--- src/rtl/pc_sequencer_pkg.sv ---
// Shared definitions for the program-counter sequencer: opcode
// constants, FSM state encoding and the default reset PC.
package pc_sequencer_pkg;

    // EX-stage opcode[6:2] values that can change control flow
    localparam logic [4:0] OP_BRANCH = 5'b11000;
    localparam logic [4:0] OP_JAL    = 5'b11011;
    localparam logic [4:0] OP_JALR   = 5'b11001;

    // PC loaded while reset is asserted unless the top overrides it
    localparam logic [31:0] DEFAULT_RESET_PC = 32'h0000_0000;

    typedef enum logic [1:0] {
        ST_BOOT  = 2'd0,
        ST_RUN   = 2'd1,
        ST_FLUSH = 2'd2
    } seq_state_e;

endpackage

--- src/rtl/pc_sequencer_next_pc_mux.sv ---
// Next-PC selection: computes control-flow targets, checks their
// alignment and applies the trap > mret > EX redirect > stall > +4
// priority. Purely combinational; the caller decides which state
// actually consumes the result.
module pc_sequencer_next_pc_mux
    import pc_sequencer_pkg::*;
(
    input  logic        cf_enable_in,     // EX redirects honoured (RUN only)
    input  logic [31:0] pc_in,
    input  logic        stall_in,
    input  logic        ex_valid_in,
    input  logic [4:0]  opcode_6_to_2_in,
    input  logic [31:0] ex_pc_in,
    input  logic [31:0] imm_in,
    input  logic [31:0] rs1_in,
    input  logic        branch_taken_in,
    input  logic        trap_taken_in,
    input  logic [31:0] trap_vector_in,
    input  logic        mret_in,
    input  logic [31:0] epc_in,
    output logic [31:0] next_pc_out,
    output logic        redirect_out,     // PC jumped; start a flush
    output logic        misaligned_out,
    output logic [31:0] bad_target_out
);

    logic [31:0] pc_rel_target;
    logic [31:0] jalr_target;
    logic [31:0] cf_target;
    logic        cf_taken;
    logic [31:0] seq_pc;

    // Target arithmetic, alignment check and priority select
    always_comb begin
        pc_rel_target = ex_pc_in + imm_in;
        // JALR clears bit 0 before use; bit 1 still makes it misaligned
        jalr_target   = (rs1_in + imm_in) & ~32'h1;
        cf_target     = (opcode_6_to_2_in == OP_JALR) ? jalr_target : pc_rel_target;
        cf_taken      = ex_valid_in &&
                        (((opcode_6_to_2_in == OP_BRANCH) && branch_taken_in) ||
                         (opcode_6_to_2_in == OP_JAL) ||
                         (opcode_6_to_2_in == OP_JALR));
        seq_pc        = stall_in ? pc_in : (pc_in + 32'd4);

        next_pc_out    = seq_pc;
        redirect_out   = 1'b0;
        misaligned_out = 1'b0;
        bad_target_out = cf_target;

        if (trap_taken_in) begin
            next_pc_out  = trap_vector_in & ~32'h3;
            redirect_out = 1'b1;
        end else if (mret_in) begin
            next_pc_out  = epc_in & ~32'h3;
            redirect_out = 1'b1;
        end else if (cf_enable_in && cf_taken) begin
            if (cf_target[1:0] != 2'b00) begin
                // Report only; sequencing continues until the CSR unit traps
                misaligned_out = 1'b1;
            end else begin
                next_pc_out  = cf_target;
                redirect_out = 1'b1;
            end
        end
    end

endmodule

--- src/rtl/pc_sequencer.sv ---
// Program-counter owner: boots from RESET_PC, steps by 4, redirects on
// traps / mret / taken control flow, and holds flush_out high for
// FLUSH_CYCLES cycles after every redirect so IF/ID drop stale work.
module pc_sequencer
    import pc_sequencer_pkg::*;
#(
    parameter logic [31:0] RESET_PC     = DEFAULT_RESET_PC,
    parameter int unsigned FLUSH_CYCLES = 2
) (
    input  logic        clk_in,
    input  logic        rst_in,
    input  logic        stall_in,
    input  logic        ex_valid_in,
    input  logic [4:0]  opcode_6_to_2_in,
    input  logic [31:0] ex_pc_in,
    input  logic [31:0] imm_in,
    input  logic [31:0] rs1_in,
    input  logic        branch_taken_in,
    input  logic        trap_taken_in,
    input  logic [31:0] trap_vector_in,
    input  logic        mret_in,
    input  logic [31:0] epc_in,
    output logic [31:0] pc_out,
    output logic        pc_valid_out,
    output logic        flush_out,
    output logic        misaligned_out,
    output logic [31:0] bad_target_out
);

    localparam logic [2:0] FLUSH_LOAD = 3'(FLUSH_CYCLES);

    seq_state_e  state_q, state_d;
    logic [31:0] pc_q, pc_d;
    logic [2:0]  flush_cnt_q, flush_cnt_d;
    logic        pc_valid_q, pc_valid_d;
    logic        flush_q, flush_d;
    logic        misaligned_q, misaligned_d;
    logic [31:0] bad_target_q, bad_target_d;

    logic [31:0] mux_next_pc;
    logic        mux_redirect;
    logic        mux_misaligned;
    logic [31:0] mux_bad_target;

    pc_sequencer_next_pc_mux u_next_pc_mux (
        .cf_enable_in     (state_q == ST_RUN),
        .pc_in            (pc_q),
        .stall_in         (stall_in),
        .ex_valid_in      (ex_valid_in),
        .opcode_6_to_2_in (opcode_6_to_2_in),
        .ex_pc_in         (ex_pc_in),
        .imm_in           (imm_in),
        .rs1_in           (rs1_in),
        .branch_taken_in  (branch_taken_in),
        .trap_taken_in    (trap_taken_in),
        .trap_vector_in   (trap_vector_in),
        .mret_in          (mret_in),
        .epc_in           (epc_in),
        .next_pc_out      (mux_next_pc),
        .redirect_out     (mux_redirect),
        .misaligned_out   (mux_misaligned),
        .bad_target_out   (mux_bad_target)
    );

    // Next-state, next-PC and registered-output computation
    always_comb begin
        state_d      = state_q;
        pc_d         = pc_q;
        flush_cnt_d  = flush_cnt_q;
        flush_d      = 1'b0;
        misaligned_d = 1'b0;
        bad_target_d = bad_target_q;

        case (state_q)
            ST_BOOT: begin
                // PC already holds RESET_PC; it becomes the first fetch
                state_d = ST_RUN;
            end
            ST_RUN: begin
                pc_d = mux_next_pc;
                if (mux_redirect) begin
                    state_d     = ST_FLUSH;
                    flush_cnt_d = FLUSH_LOAD;
                    flush_d     = 1'b1;
                end else if (mux_misaligned) begin
                    misaligned_d = 1'b1;
                    bad_target_d = mux_bad_target;
                end
            end
            ST_FLUSH: begin
                // Fetch keeps going; only trap/mret can re-redirect here
                pc_d = mux_next_pc;
                if (mux_redirect) begin
                    flush_cnt_d = FLUSH_LOAD;
                    flush_d     = 1'b1;
                end else if (flush_cnt_q <= 3'd1) begin
                    flush_cnt_d = 3'd0;
                    state_d     = ST_RUN;
                end else begin
                    flush_cnt_d = flush_cnt_q - 3'd1;
                    flush_d     = 1'b1;
                end
            end
            default: begin
                state_d     = ST_BOOT;
                flush_cnt_d = 3'd0;
            end
        endcase

        pc_valid_d = (state_d != ST_BOOT);
    end

    // State and output registers with asynchronous reset
    always_ff @(posedge clk_in or posedge rst_in) begin
        if (rst_in) begin
            state_q      <= ST_BOOT;
            pc_q         <= RESET_PC;
            flush_cnt_q  <= 3'd0;
            pc_valid_q   <= 1'b0;
            flush_q      <= 1'b0;
            misaligned_q <= 1'b0;
            bad_target_q <= 32'h0;
        end else begin
            state_q      <= state_d;
            pc_q         <= pc_d;
            flush_cnt_q  <= flush_cnt_d;
            pc_valid_q   <= pc_valid_d;
            flush_q      <= flush_d;
            misaligned_q <= misaligned_d;
            bad_target_q <= bad_target_d;
        end
    end

    assign pc_out         = pc_q;
    assign pc_valid_out   = pc_valid_q;
    assign flush_out      = flush_q;
    assign misaligned_out = misaligned_q;
    assign bad_target_out = bad_target_q;

endmodule

--- config.mk ---
export PLATFORM = sky130hd
export DESIGN_NAME = pc_sequencer
export DESIGN_NICKNAME = d
export VERILOG_FILES = /design/src/rtl/pc_sequencer_pkg.sv /design/src/rtl/pc_sequencer_next_pc_mux.sv /design/src/rtl/pc_sequencer.sv
export SDC_FILE = /design/constraint.sdc
export NUM_CORES = 1
export LEC_CHECK = 0
export CORE_ASPECT_RATIO = 0.5
export CORE_MARGIN = 1.5
export CORE_UTILIZATION = 45
export CTS_CLUSTER_DIAMETER = 150
export DETAILED_ROUTE_END_ITERATION = 8
export DONT_BUFFER_PORTS = 1
export SYNTH_ARGS = -nofsm -noshare
export SYNTH_HDL_FRONTEND = slang
export SYNTH_SLANG_ARGS = --single-unit
export TNS_END_PERCENT = 1
--- constraint.sdc ---
create_clock -name clk_in -period 4.8 [get_ports clk_in]
set_input_delay 0.72 -clock clk_in [delete_from_list [all_inputs] [get_ports clk_in]]
set_output_delay 0.72 -clock clk_in [all_outputs]
set_load 0.01 [all_outputs]
==> results.cfg <==
[cts]
number_of_setup_buffers_added_after_cts = 0
clk_pin_slew_worst_paths_ps = 60
cts.htree.levels = 3
cts-root-buf = sky130_fd_sc_hd__clkbuf_16
clock_sinks = 72
clk_latency_ps = 330
max-clock-path-buffers = 2
cts_repair_resize_count = 0
holdBufCountCts = 0
cts-buffers-inserted = 9
clock_tree_from_tritoncts = done

[sta]
timing.hold.ws_ps = 472
layout_worst_path_cycle_share = 0.769
fmax_achieved_mhz = 271
slew_violations = 0
worst_slew_pin_slew_ps = 1070
worst_clock_skew_ps = 7.07
hold_violations = 0
post-route-worst-setup-slack_ps = 1110
setup-tns-final_ps = 0
rsz0062_at_grt = no
slew_headroom = 0.284
timing.final.crit_period_ps = 3690
final_setup_violation_count = 0

[routing]
wirelength_met1_mm = 12.8
detailroute.wirelength.met3_mm = 1.72
wire_per_inst_um = 20.7
detail_route.drc_violations = 0
vias_per_cell = 6.18
drt.antenna.violating_nets = 0
dr.first_iter.drc_count = 605
firstDrtPassIters = 5
postRouteWirelength_mm = 25.4
wl_met2_mm = 10.7
dr_total_vias = 7561
highest_signal_layer_in_the_routed_design = met4

[synth]
yosys-mux-area-fraction = 0.0260
mappedNetlistArea_mm2 = 0.00780
ys.flop_type = sky130_fd_sc_hd__dfrtp_1
yosys.area_share.simple = 0.213
synth_compound_gate_area_share = 0.290
synth_enable_flop_cells = 0
synthesis_warnings = 0
synthArstFlopShare = 1.00
largest_family_of_logic_cells_by_synthesized_area = compound AO/OA/AOI/OAI gates
mappedNetlistNets = 1262
synth-seq-cells = 72
synth.avg_cell_area_um2 = 7.66
syn-instance-count = 1019
netlist-cell-type-count = 74
adder_cell_share_of_the_synthesized_area = 0.116
xor_xnor_fraction_of_synth_area = 0.0842
synth_sequential_area_ratio = 0.231

[placement]
routabilityCongestion = 0.875
placedCellCount = 1208
sum_of_net_half_perimeters_after_detailed_placement_mm = 20.2
worst_setup_timing_slack_at_the_placement_stage_ps = 876
numPortBuffers = 0

[setup_path]
worst-path-max-fanout = 4
cp.required_ps = 5020
largest_stage_delay_on_the_critical_path_ps = 560
worstSetupPathType = in -> reg
worst_setup_path_start_kind = input pin
path_cells = and2_2 > fa_1 > a21o_1 > a221oi_1 > a21oi_1 > o21bai_1 > a211o_1 > a21oi_1 > xor2_1 > nor2_1 > a21oi_1 > a31o_2
critPathArrivalTime_ps = 3910
critical-path-top-cell-by-count = sky130_fd_sc_hd__a21oi_1
endpoint_kind = flop
worst_path_max_delay_cell = sky130_fd_sc_hd__a221oi_1

[layout]
final_cell_mix = 134 x sky130_fd_sc_hd__nand2_1, 106 x sky130_fd_sc_hd__a21oi_1, 91 x sky130_fd_sc_hd__nor2_1
areaGrowthSynthToFinish_pct = 5.82
mostFrequentLayoutCell = sky130_fd_sc_hd__nand2_1
final_layout_size_suffix_gt1_frac = 0.0592
final_cell_count_no_fill = 1224
antenna_fix_cells = 0
final_net_count = 1235

[floorplanning]
coreArea_mm2 = 0.0167
start_util = 0.468
ioPinCount = 239
design.die.area_mm2 = 0.0182
row_count = 33
die_width_um = 189
chipHeight_um = 96.1

[power_and_ir_drop]
design_power_total_mw = 3.39
cellInternalPower_mw = 1.86
switching_share = 0.451
clock_power_share = 0.208
p_seq_frac = 0.346
netSwitchingPower_mw = 1.53
power_density_mw_per_mm2 = 411
ir_worst_vdd_v = 0.000237
leakage_dissipation_nw = 3.57
comb_power_share = 0.446

[global_route]
maximum_number_of_pins_on_one_net_before_global_route_repair = 49
grt_pass1_vias = 6776
global_route_wire_length_before_repair_mm = 38.1
grt_antenna_before_repair = 1
grt_remaining_overflow = 0
track_usage = 0.271

[status]
outcome = finished clean

[hold_path]
hold_path_class = reg -> reg

[job]
max_cap_viol_count = 0
[worst paths after layout]
kind	startpoint	to	slack, ps	depth (start not counted)
worst max-delay path	imm_in[0]	pc_out[30]	1110	12
worst max register to register	state_q[1]	state_q[1]	1600	10
min in group asynchronous	rst_in	pc_out[23]	530	1
max in group asynchronous	rst_in	pc_out[16]	3300	2
worst min-delay path	flush_cnt_q[1]	flush_cnt_q[1]	470	2
worst min register to register	flush_cnt_q[1]	flush_cnt_q[1]	470	2
[registers in the layout (all words and copies together) (netlist names)]
name,flops
pc_valid_out,1
flush_cnt_q,3
misaligned_out,1
state_q,2
flush_out,1
bad_target_out,32
pc_out,32
[worst max-delay path: cells and delay by family]
family,cells,cell delay [ps]
AOI/OAI and AO/OA,8,2200
xor gates and xnor gates,1,150
adders and majority gates,1,390
and+or+nand+nor,2,430
[cell usage after synthesis (all sizes together) (19+ instances only)]
master | instances | area [um2]
a211oi | 20 | 150
a21o | 26 | 195
a21oi | 108 | 548
clkbuf | 34 | 128
dfrtp | 72 | 1800
ha | 69 | 863
inv | 29 | 109
nand2 | 134 | 503
nand3 | 24 | 120
nor2 | 91 | 342
nor3 | 19 | 95.1
o21ai | 81 | 405
xnor2 | 41 | 359
xor2 | 34 | 298
[kinds of logic (layout without fill, tap and decap cells)]
group,Yosys count,in the layout
AOI/OAI and AO/OA,348,348
muxes,19,19
and+or+nand+nor,358,358
adders and majority gates,71,71
buffers and inverters,76,54
DFF,72,72
xor gates and xnor gates,75,75
[routing by layer]
layer  GRT usage  vias to the layer above
li1            -                     3676
met1       0.409                     3602
met2       0.415                      267
met3      0.0376                       16
met4      0.0370                        0
met5           0                        -
[cell type report]
type	count	area (um2)
clock buffers	10	239
clock inverters	6	72.6
fillers	1703	8420
inverters	30	113
multi-input cells	871	5690
flip-flops and latches	72	1800
well taps	227	284
repair buffers	8	60.1
[metrics by stage]
step | util | cell area [um2]
final | 0.495 | 8260
after floorplan | - | 7800
after detailed placement | 0.476 | 7950
after global placement | 0.476 | 7950
after CTS | 0.495 | 8260
after global routing | 0.495 | 8260
[power by group through the flow]
stage | Combinational (mW) | Clock, mW | Sequential, mW
after floorplan | 1.17 | 0 | 1.08
after global placement | 1.46 | 0 | 1.18
after detailed placement | 1.49 | 0 | 1.19
after CTS | 1.50 | 0.715 | 1.17
after global routing | 1.68 | 0.738 | 1.21
final | 1.51 | 0.706 | 1.18
No activity file was read; power rests on OpenSTA's default activity.
